==> src/rtl/instr_issue_if.sv <==
// Instruction-source handshake bundle for instr_issue_ctrl.
// master = instruction source (fetch / bench), slave = issue controller.
interface instr_issue_if #(
  parameter int DATA_W = 16
);
  logic              InstrValid;
  logic [DATA_W-1:0] Instr;
  logic              InstrReady;

  modport master (output InstrValid, output Instr, input InstrReady);
  modport slave  (input InstrValid, input Instr, output InstrReady);
endinterface

==> src/rtl/instr_issue_ctrl.sv <==
// instr_issue_ctrl: decodes 16-bit CR16-style instruction words into
// RegFile_Alu controls and sequences them through IDLE->DECODE->EXEC->WB.
// The decoded field registers double as the instruction register, so the
// fields are valid the cycle after the handshake and are held until the
// next legal instruction is loaded.
// Optional feature: define INSTR_SKID_EN for a 1-entry skid buffer that lets
// a word be accepted while busy (1 instruction per 3 cycles).
module instr_issue_ctrl #(
  parameter int DATA_W     = 16,
  parameter int REG_ADDR_W = 4
) (
  input  logic                  Clk,
  input  logic                  Rst,
  instr_issue_if.slave          instr_bus,
  input  logic [4:0]            Flags,
  output logic [REG_ADDR_W-1:0] RdestRegLoc,
  output logic [REG_ADDR_W-1:0] RsrcRegLoc,
  output logic [4:0]            OpCode,
  output logic [DATA_W-1:0]     Imm,
  output logic                  Imm_s,
  output logic                  En,
  output logic [4:0]            FlagsQ,
  output logic                  Busy,
  output logic                  IllegalOp
);

  typedef enum logic [1:0] {S_IDLE, S_DECODE, S_EXEC, S_WB} state_t;

  typedef struct packed {
    logic                  legal;
    logic [REG_ADDR_W-1:0] rdest;
    logic [REG_ADDR_W-1:0] rsrc;
    logic [4:0]            opcode;
    logic [DATA_W-1:0]     imm;
    logic                  imm_s;
  } dec_t;

  localparam logic [3:0] C_AND = 4'b0001;
  localparam logic [3:0] C_OR  = 4'b0010;
  localparam logic [3:0] C_XOR = 4'b0011;
  localparam logic [3:0] C_ADD = 4'b0101;
  localparam logic [3:0] C_SUB = 4'b1001;
  localparam logic [3:0] C_CMP = 4'b1011;
  localparam logic [3:0] C_MOV = 4'b1101;
  localparam logic [3:0] C_LUI = 4'b1111;

  state_t                state_q;
  logic [REG_ADDR_W-1:0] rdest_q, rsrc_q;
  logic [4:0]            opcode_q;
  logic [DATA_W-1:0]     imm_q;
  logic                  imm_s_q, en_q, illegal_q;
  logic [4:0]            flags_q;

  logic              accept;
  logic              load;
  logic [DATA_W-1:0] load_word;
  logic [7:0]        imm8;
  dec_t              dec;

  assign accept = instr_bus.InstrValid & instr_bus.InstrReady;

`ifdef INSTR_SKID_EN
  logic              skid_full_q;
  logic [DATA_W-1:0] skid_q;

  assign instr_bus.InstrReady = Rst & ~skid_full_q;

  // Choose the word entering the decode registers: a buffered word has
  // priority, otherwise a word accepted directly in IDLE.
  always_comb begin
    load      = 1'b0;
    load_word = instr_bus.Instr;
    if (skid_full_q && (state_q == S_IDLE || state_q == S_WB)) begin
      load      = 1'b1;
      load_word = skid_q;
    end else if (accept && state_q == S_IDLE) begin
      load      = 1'b1;
    end
  end

  // Skid occupancy: set when a word arrives while busy, cleared when consumed.
  always_ff @(posedge Clk or negedge Rst) begin
    if (!Rst) begin
      skid_full_q <= 1'b0;
    end else if (load && skid_full_q) begin
      skid_full_q <= 1'b0;
    end else if (accept && state_q != S_IDLE) begin
      skid_full_q <= 1'b1;
    end
  end

  // Skid payload.
  // NOTE: data storage needs no reset; it is only read while skid_full_q is set.
  always_ff @(posedge Clk) begin
    if (accept && state_q != S_IDLE) skid_q <= instr_bus.Instr;
  end
`else
  assign instr_bus.InstrReady = Rst & (state_q == S_IDLE);
  assign load                 = accept;
  assign load_word            = instr_bus.Instr;
`endif

  assign imm8 = load_word[7:0];

  // Field decode of the word being loaded.
  // NOTE: every field gets a default first so no path leaves it unassigned (no latch).
  always_comb begin
    dec       = '0;
    dec.rdest = load_word[11:8];
    if (load_word[15:12] == 4'b0000) begin
      dec.rsrc   = load_word[3:0];
      dec.opcode = {1'b0, load_word[7:4]};
      case (load_word[7:4])
        C_ADD, C_SUB, C_CMP, C_AND, C_OR, C_XOR, C_MOV: dec.legal = 1'b1;
        default:                                        dec.legal = 1'b0;
      endcase
    end else begin
      dec.imm_s  = 1'b1;
      dec.opcode = {1'b0, load_word[15:12]};
      case (load_word[15:12])
        C_ADD, C_SUB, C_CMP: begin
          dec.legal = 1'b1;
          dec.imm   = {{(DATA_W-8){imm8[7]}}, imm8};
        end
        C_AND, C_OR, C_XOR, C_MOV: begin
          dec.legal = 1'b1;
          dec.imm   = {{(DATA_W-8){1'b0}}, imm8};
        end
        C_LUI: begin
          dec.legal  = 1'b1;
          dec.imm    = {imm8, {(DATA_W-8){1'b0}}};
          dec.opcode = {1'b0, C_MOV};
        end
        default: dec.legal = 1'b0;
      endcase
    end
  end

  // Issue FSM with registered outputs; illegal words leave the fields untouched.
  // NOTE: sequential state uses non-blocking assignments so every register sees pre-edge values.
  always_ff @(posedge Clk or negedge Rst) begin
    if (!Rst) begin
      state_q   <= S_IDLE;
      rdest_q   <= '0;
      rsrc_q    <= '0;
      opcode_q  <= '0;
      imm_q     <= '0;
      imm_s_q   <= 1'b0;
      en_q      <= 1'b0;
      illegal_q <= 1'b0;
      flags_q   <= '0;
    end else begin
      en_q      <= 1'b0;
      illegal_q <= 1'b0;
      case (state_q)
        S_IDLE:   if (load) state_q <= S_DECODE;
        S_DECODE: state_q <= illegal_q ? S_IDLE : S_EXEC;
        S_EXEC: begin
          state_q <= S_WB;
          en_q    <= (opcode_q != {1'b0, C_CMP});
        end
        S_WB: begin
          flags_q <= Flags;
          state_q <= load ? S_DECODE : S_IDLE;
        end
        default: state_q <= S_IDLE;
      endcase
      if (load) begin
        illegal_q <= ~dec.legal;
        if (dec.legal) begin
          rdest_q  <= dec.rdest;
          rsrc_q   <= dec.rsrc;
          opcode_q <= dec.opcode;
          imm_q    <= dec.imm;
          imm_s_q  <= dec.imm_s;
        end
      end
    end
  end

  assign RdestRegLoc = rdest_q;
  assign RsrcRegLoc  = rsrc_q;
  assign OpCode      = opcode_q;
  assign Imm         = imm_q;
  assign Imm_s       = imm_s_q;
  assign En          = en_q;
  assign FlagsQ      = flags_q;
  assign IllegalOp   = illegal_q;
  assign Busy        = (state_q != S_IDLE);

endmodule

==> src/flat_wrapper.sv <==
// flat-port wrapper written by rule: the top's interface ports become plain ports
module instr_issue_ctrl_flat 
#(
  parameter int DATA_W     = 16,
  parameter int REG_ADDR_W = 4
)
  (Clk, Rst, Flags, RdestRegLoc, RsrcRegLoc, OpCode, Imm, Imm_s, En, FlagsQ, Busy, IllegalOp, instr_bus_InstrValid, instr_bus_Instr, instr_bus_InstrReady);
  instr_issue_if #(.DATA_W(DATA_W)) instr_bus_i ();
  input  logic Clk;
  input  logic Rst;
  input  logic [4:0] Flags;
  output logic [REG_ADDR_W-1:0] RdestRegLoc;
  output logic [REG_ADDR_W-1:0] RsrcRegLoc;
  output logic [4:0] OpCode;
  output logic [DATA_W-1:0] Imm;
  output logic Imm_s;
  output logic En;
  output logic [4:0] FlagsQ;
  output logic Busy;
  output logic IllegalOp;
  input wire logic [$bits(instr_bus_i.InstrValid)-1:0] instr_bus_InstrValid;
  input wire logic [$bits(instr_bus_i.Instr)-1:0] instr_bus_Instr;
  output wire logic [$bits(instr_bus_i.InstrReady)-1:0] instr_bus_InstrReady;
  assign instr_bus_i.InstrValid = instr_bus_InstrValid;
  assign instr_bus_i.Instr = instr_bus_Instr;
  assign instr_bus_InstrReady = instr_bus_i.InstrReady;
  instr_issue_ctrl #(.DATA_W(DATA_W), .REG_ADDR_W(REG_ADDR_W)) u_core (.Clk(Clk), .Rst(Rst), .instr_bus(instr_bus_i), .Flags(Flags), .RdestRegLoc(RdestRegLoc), .RsrcRegLoc(RsrcRegLoc), .OpCode(OpCode), .Imm(Imm), .Imm_s(Imm_s), .En(En), .FlagsQ(FlagsQ), .Busy(Busy), .IllegalOp(IllegalOp));
endmodule
==> config.mk <==
export PLATFORM = sky130hd
export DESIGN_NAME = instr_issue_ctrl_flat
export DESIGN_NICKNAME = d
export VERILOG_FILES = /design/src/rtl/instr_issue_if.sv /design/src/rtl/instr_issue_ctrl.sv /design/src/flat_wrapper.sv
export SDC_FILE = /design/constraint.sdc
export NUM_CORES = 1
export LEC_CHECK = 0
export CAP_MARGIN = 20
export CORE_ASPECT_RATIO = 0.7
export CORE_MARGIN = 1.5
export CORE_UTILIZATION = 44
export CTS_CLUSTER_DIAMETER = 100
export DETAILED_ROUTE_END_ITERATION = 12
export HOLD_SLACK_MARGIN = 0.1
export PLACE_DENSITY = 0.83
export SYNTH_ARGS = -nofsm -noshare
export SYNTH_HDL_FRONTEND = slang
export SYNTH_SLANG_ARGS = --single-unit
==> constraint.sdc <==
create_clock -name Clk -period 1.85 [get_ports Clk]
set_input_delay 0.37 -clock Clk [delete_from_list [all_inputs] [get_ports Clk]]
set_output_delay 0.37 -clock Clk [all_outputs]
set_load 0.03 [all_outputs]
### Word-level counts from Yosys, hierarchy flattened

Index checks and enable logic that the tools add are counted.
Widths: inputs -> output; s select.

* eq/ne operators: 20
* multiplexer cells: 14
* bitwise logic cells: 3
* reductions and logical operators: 8

Operator list (number)
* $pmux 16 s3: 1
* $eq 4x4->1 const B: 7
* $mux 17: 1
* $eq 4x2->1 const B: 4
* $mux 4: 3
* $eq 4x1->1 const B: 2
* $eq 4x3->1 const B: 2
* $pmux 2 s4: 1
* $reduce_or 8->1: 1
* $reduce_or 7->1: 1
* $mux 1: 6
* $ne 5x4->1 const B: 1
* $eq 2x2->1 const B: 2
* $logic_not 4->1: 1
* $mux 2: 2
* $reduce_or 4->1: 1
* $reduce_or 3->1: 1
* $and 1x1->1: 2
* $eq 2x1->1 const B: 1
* $logic_not 2->1: 1
* $ne 2x1->1 const B: 1
* $reduce_and 2->1: 1
* $reduce_bool 2->1: 1
* $not 1->1: 1

* bits in registers: 39
* input bits: 24
* output and inout bits: 39
* word-level logic and storage cells: 54

### Logic depth before layout (Yosys ltp)

Gate-level depths: netlist (run 1).

* word-level depth: 6
* gate-level depth with buffers: 6
* gate-level depth less buffers: 4

### Worst setup path before layout (run 1)

No wires, ideal clock.

* path type: reg-to-reg
* start: register u_core.state_q[0]
* end: register u_core.rdest_q[1] (netlist: u_core.RdestRegLoc[1])
* arrival: 1.793 ns
* setup slack: -0.069 ns
* cell stages (with the launch flop): 6
* period minus slack after synthesis: 1.919 ns
* path through: dfrtp_1 -> nor3b_2 -> nand2_1 -> a21oi_4 -> buf_8 -> mux2_4

* word-level cells in the longest chain between the ends: 4

RTL lines
* start, declared: line instr_issue_ctrl.sv:47 `state_t state_q;`
* start signal, assigned: line instr_issue_ctrl.sv:157 `S_DECODE: state_q <= illegal_q ? S_IDLE : S_EXEC;`
* start signal, assigned: line instr_issue_ctrl.sv:164 `state_q <= load ? S_DECODE : S_IDLE;`
* $logic_not 2->1: line instr_issue_ctrl.sv:98 `assign instr_bus.InstrReady = Rst & (state_q == S_IDLE);`
* $and 1x1->1: line instr_issue_ctrl.sv:98
* via instr_bus_InstrReady: line flat_wrapper.sv:23 `output wire logic [$bits(instr_bus_i.InstrReady)-1:0] instr_bus_InstrReady;`
* $and 1x1->1: line instr_issue_ctrl.sv:60 `assign accept = instr_bus.InstrValid & instr_bus.InstrReady;`
* $reduce_and 2->1 (no source line)
* end signal, assigned: line instr_issue_ctrl.sv:171 `rdest_q <= dec.rdest;`
* end, declared: line instr_issue_ctrl.sv:48 `logic [REG_ADDR_W-1:0] rdest_q, rsrc_q;`

The timed path passes the listed nets, and every way through them passes these cells.
A chain may end at the register's enable or synchronous reset.

### Final worst setup path (run 1)

* start: register u_core.state_q[0]
* end: output Busy

* word-level cells in the longest chain between the ends: 1

RTL lines
* $reduce_bool 2->1: line instr_issue_ctrl.sv:189 `assign Busy = (state_q != S_IDLE);`
* end, declared: line flat_wrapper.sv:19 `output logic Busy;`

No other way between the ends.

==> results of run 1 <==
-- worst max-delay path, stage by stage (launching register included) --
cell	delay, ns
dfrtp_1	0.45
or2_2	0.33
dlygate4sd2_1	0.36
-- path summary, 6_finish.rpt --
check / start / to / slack [ns] / cells past startpoint
max reg2reg: u_core.state_q[0] / u_core.RsrcRegLoc[2] / 0.24 / 6
min reg2reg: u_core.Imm[12] / u_core.Imm[12] / 0.50 / 1
min: Rst / u_core.Imm[5] / 0.20 / 2
min in group Clk: u_core.Imm[12] / u_core.Imm[12] / 0.50 / 1
max in group asynchronous: Rst / u_core.RsrcRegLoc[1] / 1.32 / 2
max: u_core.state_q[0] / Busy / 0.06 / 2
-- per-layer routing --
| layer | up-vias | GRT usage, % |
|---|---|---|
| li1 | 663 | - |
| met1 | 682 | 28.9 |
| met2 | 57 | 38.5 |
| met3 | 6 | 6.89 |
| met4 | 0 | 6.63 |
| met5 | - | 0 |
-- Yosys cell counts, types with 2 or more instances --
master / number
a21o_2: 7
a21oi_1: 10
a22o_1: 3
a22o_2: 5
buf_2: 2
buf_6: 2
dfrtp_1: 38
inv_1: 8
mux2_2: 9
mux2_4: 3
mux2i_1: 6
nand2_1: 17
nand3b_1: 2
nor2b_1: 3
o211ai_1: 2
o21ai_0: 3
-- layout make-up --
| cell class | count | area share (%) |
|---|---|---|
| clock buffers | 6 | 3.14 |
| clock inverters | 2 | 0.475 |
| inverters | 8 | 1.14 |
| multi-input cells | 89 | 27.4 |
| flip-flops and latches | 38 | 36.1 |
| well taps | 50 | 2.38 |
| repair buffers | 82 | 29.4 |
-- flip-flops by register name (all words and copies together), names as in the netlist, named ones only --
register	flops
u_core.state_q	1
u_core.IllegalOp	1
u_core.OpCode	4
u_core.Imm_s	1
u_core.En	1
u_core.RsrcRegLoc	4
u_core.FlagsQ	5
u_core.Imm	16
u_core.RdestRegLoc	4
-- power breakdown --
| group | leakage [nW] | switching, mW | internal (mW) |
|---|---|---|---|
| combinational | 0.648 | 1.21 | 1.05 |
| sequential | 0.477 | 0.255 | 1.21 |
| clock | 0.0472 | 0.285 | 0.299 |
| total | 1.17 | 1.75 | 2.56 |
-- cell families (layout without fill, tap and decap cells) --
group	Yosys count	after routing	share of synthesized area [%]
compound gates	38	38	17.8
buf+inv	15	98	5.08
flops	38	38	54.4
mux	18	18	11.8
other cells	1	1	0.215
simple gates	32	32	10.7
-- stage by stage --
step           hold WS, ns  std cells  utilization, %
3_5_place_dp         0.480        266            68.7
3_3_place_gp         0.466        266            68.7
4_1_cts              0.196        274            71.4
6_report             0.197        275            71.7
2_1_floorplan       0.0744        142               -
5_1_grt              0.226        275            71.7
-- what timing repair did --
item                       CTS  global route
pin swaps                    1             2
gates resized for setup      2             2
buffers inserted             0             1
setup endpoints to repair    7             8
gates cloned                 0             0
==> reports/qor.csv, run 1 <==
metric,value,unit
status,"complete, no violations",
first-pass GRT wire length,7540,µm
DIE AREA,0.00437,mm²
vias in the first global route,1510,
Yosys Warn Count,0,
Syn Area/Cell,12.3,µm²
largest net degree at the start of global routing,39,
Final Power,4.31,mW
cell count after synthesis,142,
Pre-antenna DRT Iters,4,
ANT cells,0,
Pwr per Cell Area,1640,mW/mm²
WL/cell,16.4,µm
Die Span X,78.3,µm
gpl congestion,0.818,
uppermost layer routed,met4,
I/O Buffers,61,
Area after DPL,0.00252,mm²
share of cells above drive strength 1,29.8,%
starting density of the core,47.6,%
Max Buffers Root-to-Sink,2,
FF/Latch Area,951,µm²
part of the cycle the worst path needs,96.8,%
DR DRC count,0,
clock period minus worst slack,1.79,ns
detailed-route via count,1408,
Root Buffer,clkbuf_8,
critical path type,reg -> out,
# Max-Cap Violations,0,
most frequent cells in the layout,"57 x clkdlybuf4s50_1, 38 x dfrtp_1, 21 x buf_4, 17 x nand2_1",
Syn Std Cell Area,0.00175,mm²
Final ANT Viol Nets,0,
Clock Latency Late Sink,0.28,ns
CP required,1.48,ns
CTS Buf Count,5,
post-synthesis cell type count,38,
Syn Nets,166,
CP max FO,6,
met3 WL,268,µm
Routed WL,4510,µm
top post-synthesis cells by area,"dfrtp_1 54%, mux2_2 5.8%, nand2_1 3.7%",
Clock Skews,0.00442,ns
final hold violation count,0,
H-tree depth,2,
Detail Route met2 WL,2280,µm
arrival time at the worst endpoint,1.42,ns
Hold Path Class,in -> async,
# setup viols final,0,
Post-synth top flop,dfrtp_1,
Via density,5.12,
CP endpoint kind,output pin,
Fin Setup TNS,0,ns
"most common cell after layout, fill and taps aside",clkdlybuf4s50_1,
remaining global-route overflow,0,
CTS sink count,38,
Final WS setup,0.0599,ns
Setup WS pre-CTS,-0.316,ns
FP Rows,18,
# IOs,63,
area of the multi-input gates,721,µm²
CTS tree,yes,
Iter 0 DRT Violations,173,
M1 WL,1910,µm
core area,0.00367,mm²
post-synthesis sequential area ratio,54.4,%
Max IR drop VDD,1.10,mV
Yosys reg bits,38,
fin area,0.00263,mm²
hold_buf cts,0,
Synth area leader,dfrtp_1,
FMAX,0.559,GHz
Pins Over Slew Limit,0,
Final HPWL DP,3520,µm
post-synth top area share,54.4,%
"CTS clk-pin slew, worst paths",0.07,ns
Die H,55.7,µm
Post-synth EDFFs,0,
Total Routing Usage GR,23.0,%
Final Net Count,248,
initial antenna violation count,0,
Leakage,1.17,nW
RSZ-0062 raised after global routing,false,
Layout area overhead,50.7,%
FILL cells,255,
ys async rst share,100,%
CP Launch Type,flop,
Power figures use the tool's default switching activity.
==> run 2: changes to the inputs <==
Settings changed: SKIP_LAST_GASP set to 1.
==> results of run 2 <==
Final layout, timing and power as in run 1 (identical DEF).
==> run 3: changes to the inputs <==
Settings changed: CORE_ASPECT_RATIO 0.7 to 0.8.
==> run 3 against run 2 <==
  * Non-clock buffer count rose by 2
  * Flip-flop and latch count stayed put
  * Final cell count is 2.2% higher
  * Fmax grew 0.88%
  * Via count increased by 3.1%
  * First-iteration DRC count shrank 64%
  * Worst hold slack got worse by 0.028 ns
  * Combinational power hardly changed
  * Sequential power hardly changed
  * Setup slack better by 0.016 ns
  * Utilization is 1.2 points lower
  * Global-route usage fell by 0.95 points
  * Critical endpoint is now u_core.OpCode[1]
  * Highest routed layer unchanged
==> reports/qor.csv, run 3 (same netlist as run 1, synthesis figures left out) <==
metric,value,unit
Switching Share,39.2,%
RSZ-0062 raised after global routing,false,
Layout area overhead,53.6,%
CP Launch Type,input port,
Clock Skews,0.00300,ns
FILL cells,277,
DR DRC count,0,
remaining global-route overflow,0,
Clock Latency Late Sink,0.28,ns
Pwr per Cell Area,1650,mW/mm²
I/O Buffers,61,
Final Net Count,250,
# IOs,63,
# setup viols final,0,
clock period minus worst slack,1.77,ns
CTS sink count,38,
CP endpoint kind,flop,
Reg2Reg Setup Slack,0.23,ns
Final Util,70.6,%
first-pass GRT wire length,7060,µm
Max Buffers Root-to-Sink,2,
M2 GR Usage,39.3,%
final hold violation count,0,
critical path type,in -> reg,
CP max FO,10,
part of the cycle the worst path needs,95.9,%
most frequent cells in the layout,"58 x clkdlybuf4s50_1, 38 x dfrtp_1, 21 x buf_4, 17 x nand2_1",
R2R depth,5,
Final Power,4.44,mW
Die Span X,73.5,µm
largest net degree at the start of global routing,37,
Final ANT Viol Nets,0,
Routed WL,4440,µm
switching power,1.74,mW
arrival time at the worst endpoint,1.94,ns
# Max-Cap Violations,0,
gpl congestion,0.865,
Final HPWL DP,3430,µm
Die H,59.4,µm
status,"complete, no violations",
Root Buffer,clkbuf_8,
"CTS clk-pin slew, worst paths",0.07,ns
"most common cell after layout, fill and taps aside",clkdlybuf4s50_1,
clock network power share,16.0,%
vias in the first global route,1497,
detailed-route via count,1452,
WL/cell,15.8,µm
Finished Layout Cells,281,
M1 GR Usage,26.2,%
Total Routing Usage GR,22.0,%
Reg power frac,32.8,%
placed cell count,272,
Iter 0 DRT Violations,63,
share of cells above drive strength 1,29.6,%
starting density of the core,46.0,%
Via density,5.17,
FMAX,0.564,GHz
Max IR drop VDD,0.616,mV
initial antenna violation count,0,
DIE AREA,0.00436,mm²
Leakage,1.18,nW
CP required,2.02,ns
M3 GR Usage,5.61,%
number of flip-flops under the largest register name,16,
CTS Buf Count,5,
combinational group share of total power,51.2,%
FP Rows,20,
Pins Over Slew Limit,0,
ANT cells,0,
Pre-antenna DRT Iters,4,
busiest layer in global routing,met2,
core area,0.00380,mm²
Final WS setup,0.0755,ns
Setup WS pre-CTS,-0.279,ns
Hold Path Class,in -> async,
CTS tree,yes,
Int Power,2.70,mW
H-tree depth,2,
-- run 3: worst paths after layout --
| kind | from | end |
|---|---|---|
| min in group Clk | u_core.Imm[14] | u_core.Imm[14] |
| max reg2reg | u_core.state_q[0] | u_core.OpCode[1] |
| max | instr_bus_Instr[5] | u_core.OpCode[1] |
| min | Rst | u_core.Imm[14] |
| max in group asynchronous | Rst | u_core.state_q[0] |
| min reg2reg | u_core.Imm[14] | u_core.Imm[14] |
-- run 3: what timing repair did --
action                                  CTS  global route
pin swaps                                 0             1
gates cloned                              0             0
endpoints found under the setup margin    1            23
setup buffers                             0             1
endpoints found under the hold margin     2             0
resized for setup                         1             2
hold buffers                              1             0
-- run 3: per-stage QoR --
| stage | instance area [µm²] | hold slack, ns | setup TNS [ns] |
|---|---|---|---|
| after floorplan | 1750 | 0.0744 | 0 |
| after global placement | 2550 | 0.184 | -4.90 |
| after detailed placement | 2550 | 0.187 | -7.00 |
| after CTS | 2670 | 0.194 | 0 |
| after global routing | 2690 | 0.223 | 0 |
| final | 2690 | 0.170 | 0 |
-- run 3: per-layer routing --
metal	wire length (µm)	share of wire (%)
met1	1760	40
met2	2340	53
met3	298	6.7
met4	34	0.77
met5	0	0
-- run 3: power by group through the flow --
stage               combinational [mW]  sequential (mW)  clock [mW]
floorplan                        0.573             2.15           0
global placement                  2.23             1.44           0
detailed placement                2.28             1.47           0
CTS                               2.29             1.46       0.715
global route                      2.39             1.50       0.754
finish                            2.27             1.46       0.708
-- run 3: critical path, stage by stage --
cell and delay (ns):
clkdlybuf4s50_1 0.54, nor2b_2 0.23, o311ai_4 0.12, a21oi_4 0.19, buf_12 0.15, mux2_2 0.34
-- run 3: layout make-up --
type                       instances  area, µm²  share of cell area (%)
clock buffer                       6       82.6                    3.08
timing repair buffer              84        802                    29.9
sequential                        38        951                    35.4
clock inverter                     1       30.0                    1.12
inverter                           8       30.0                    1.12
tap                               55       68.8                    2.56
multi-input combinational         89        721                    26.8
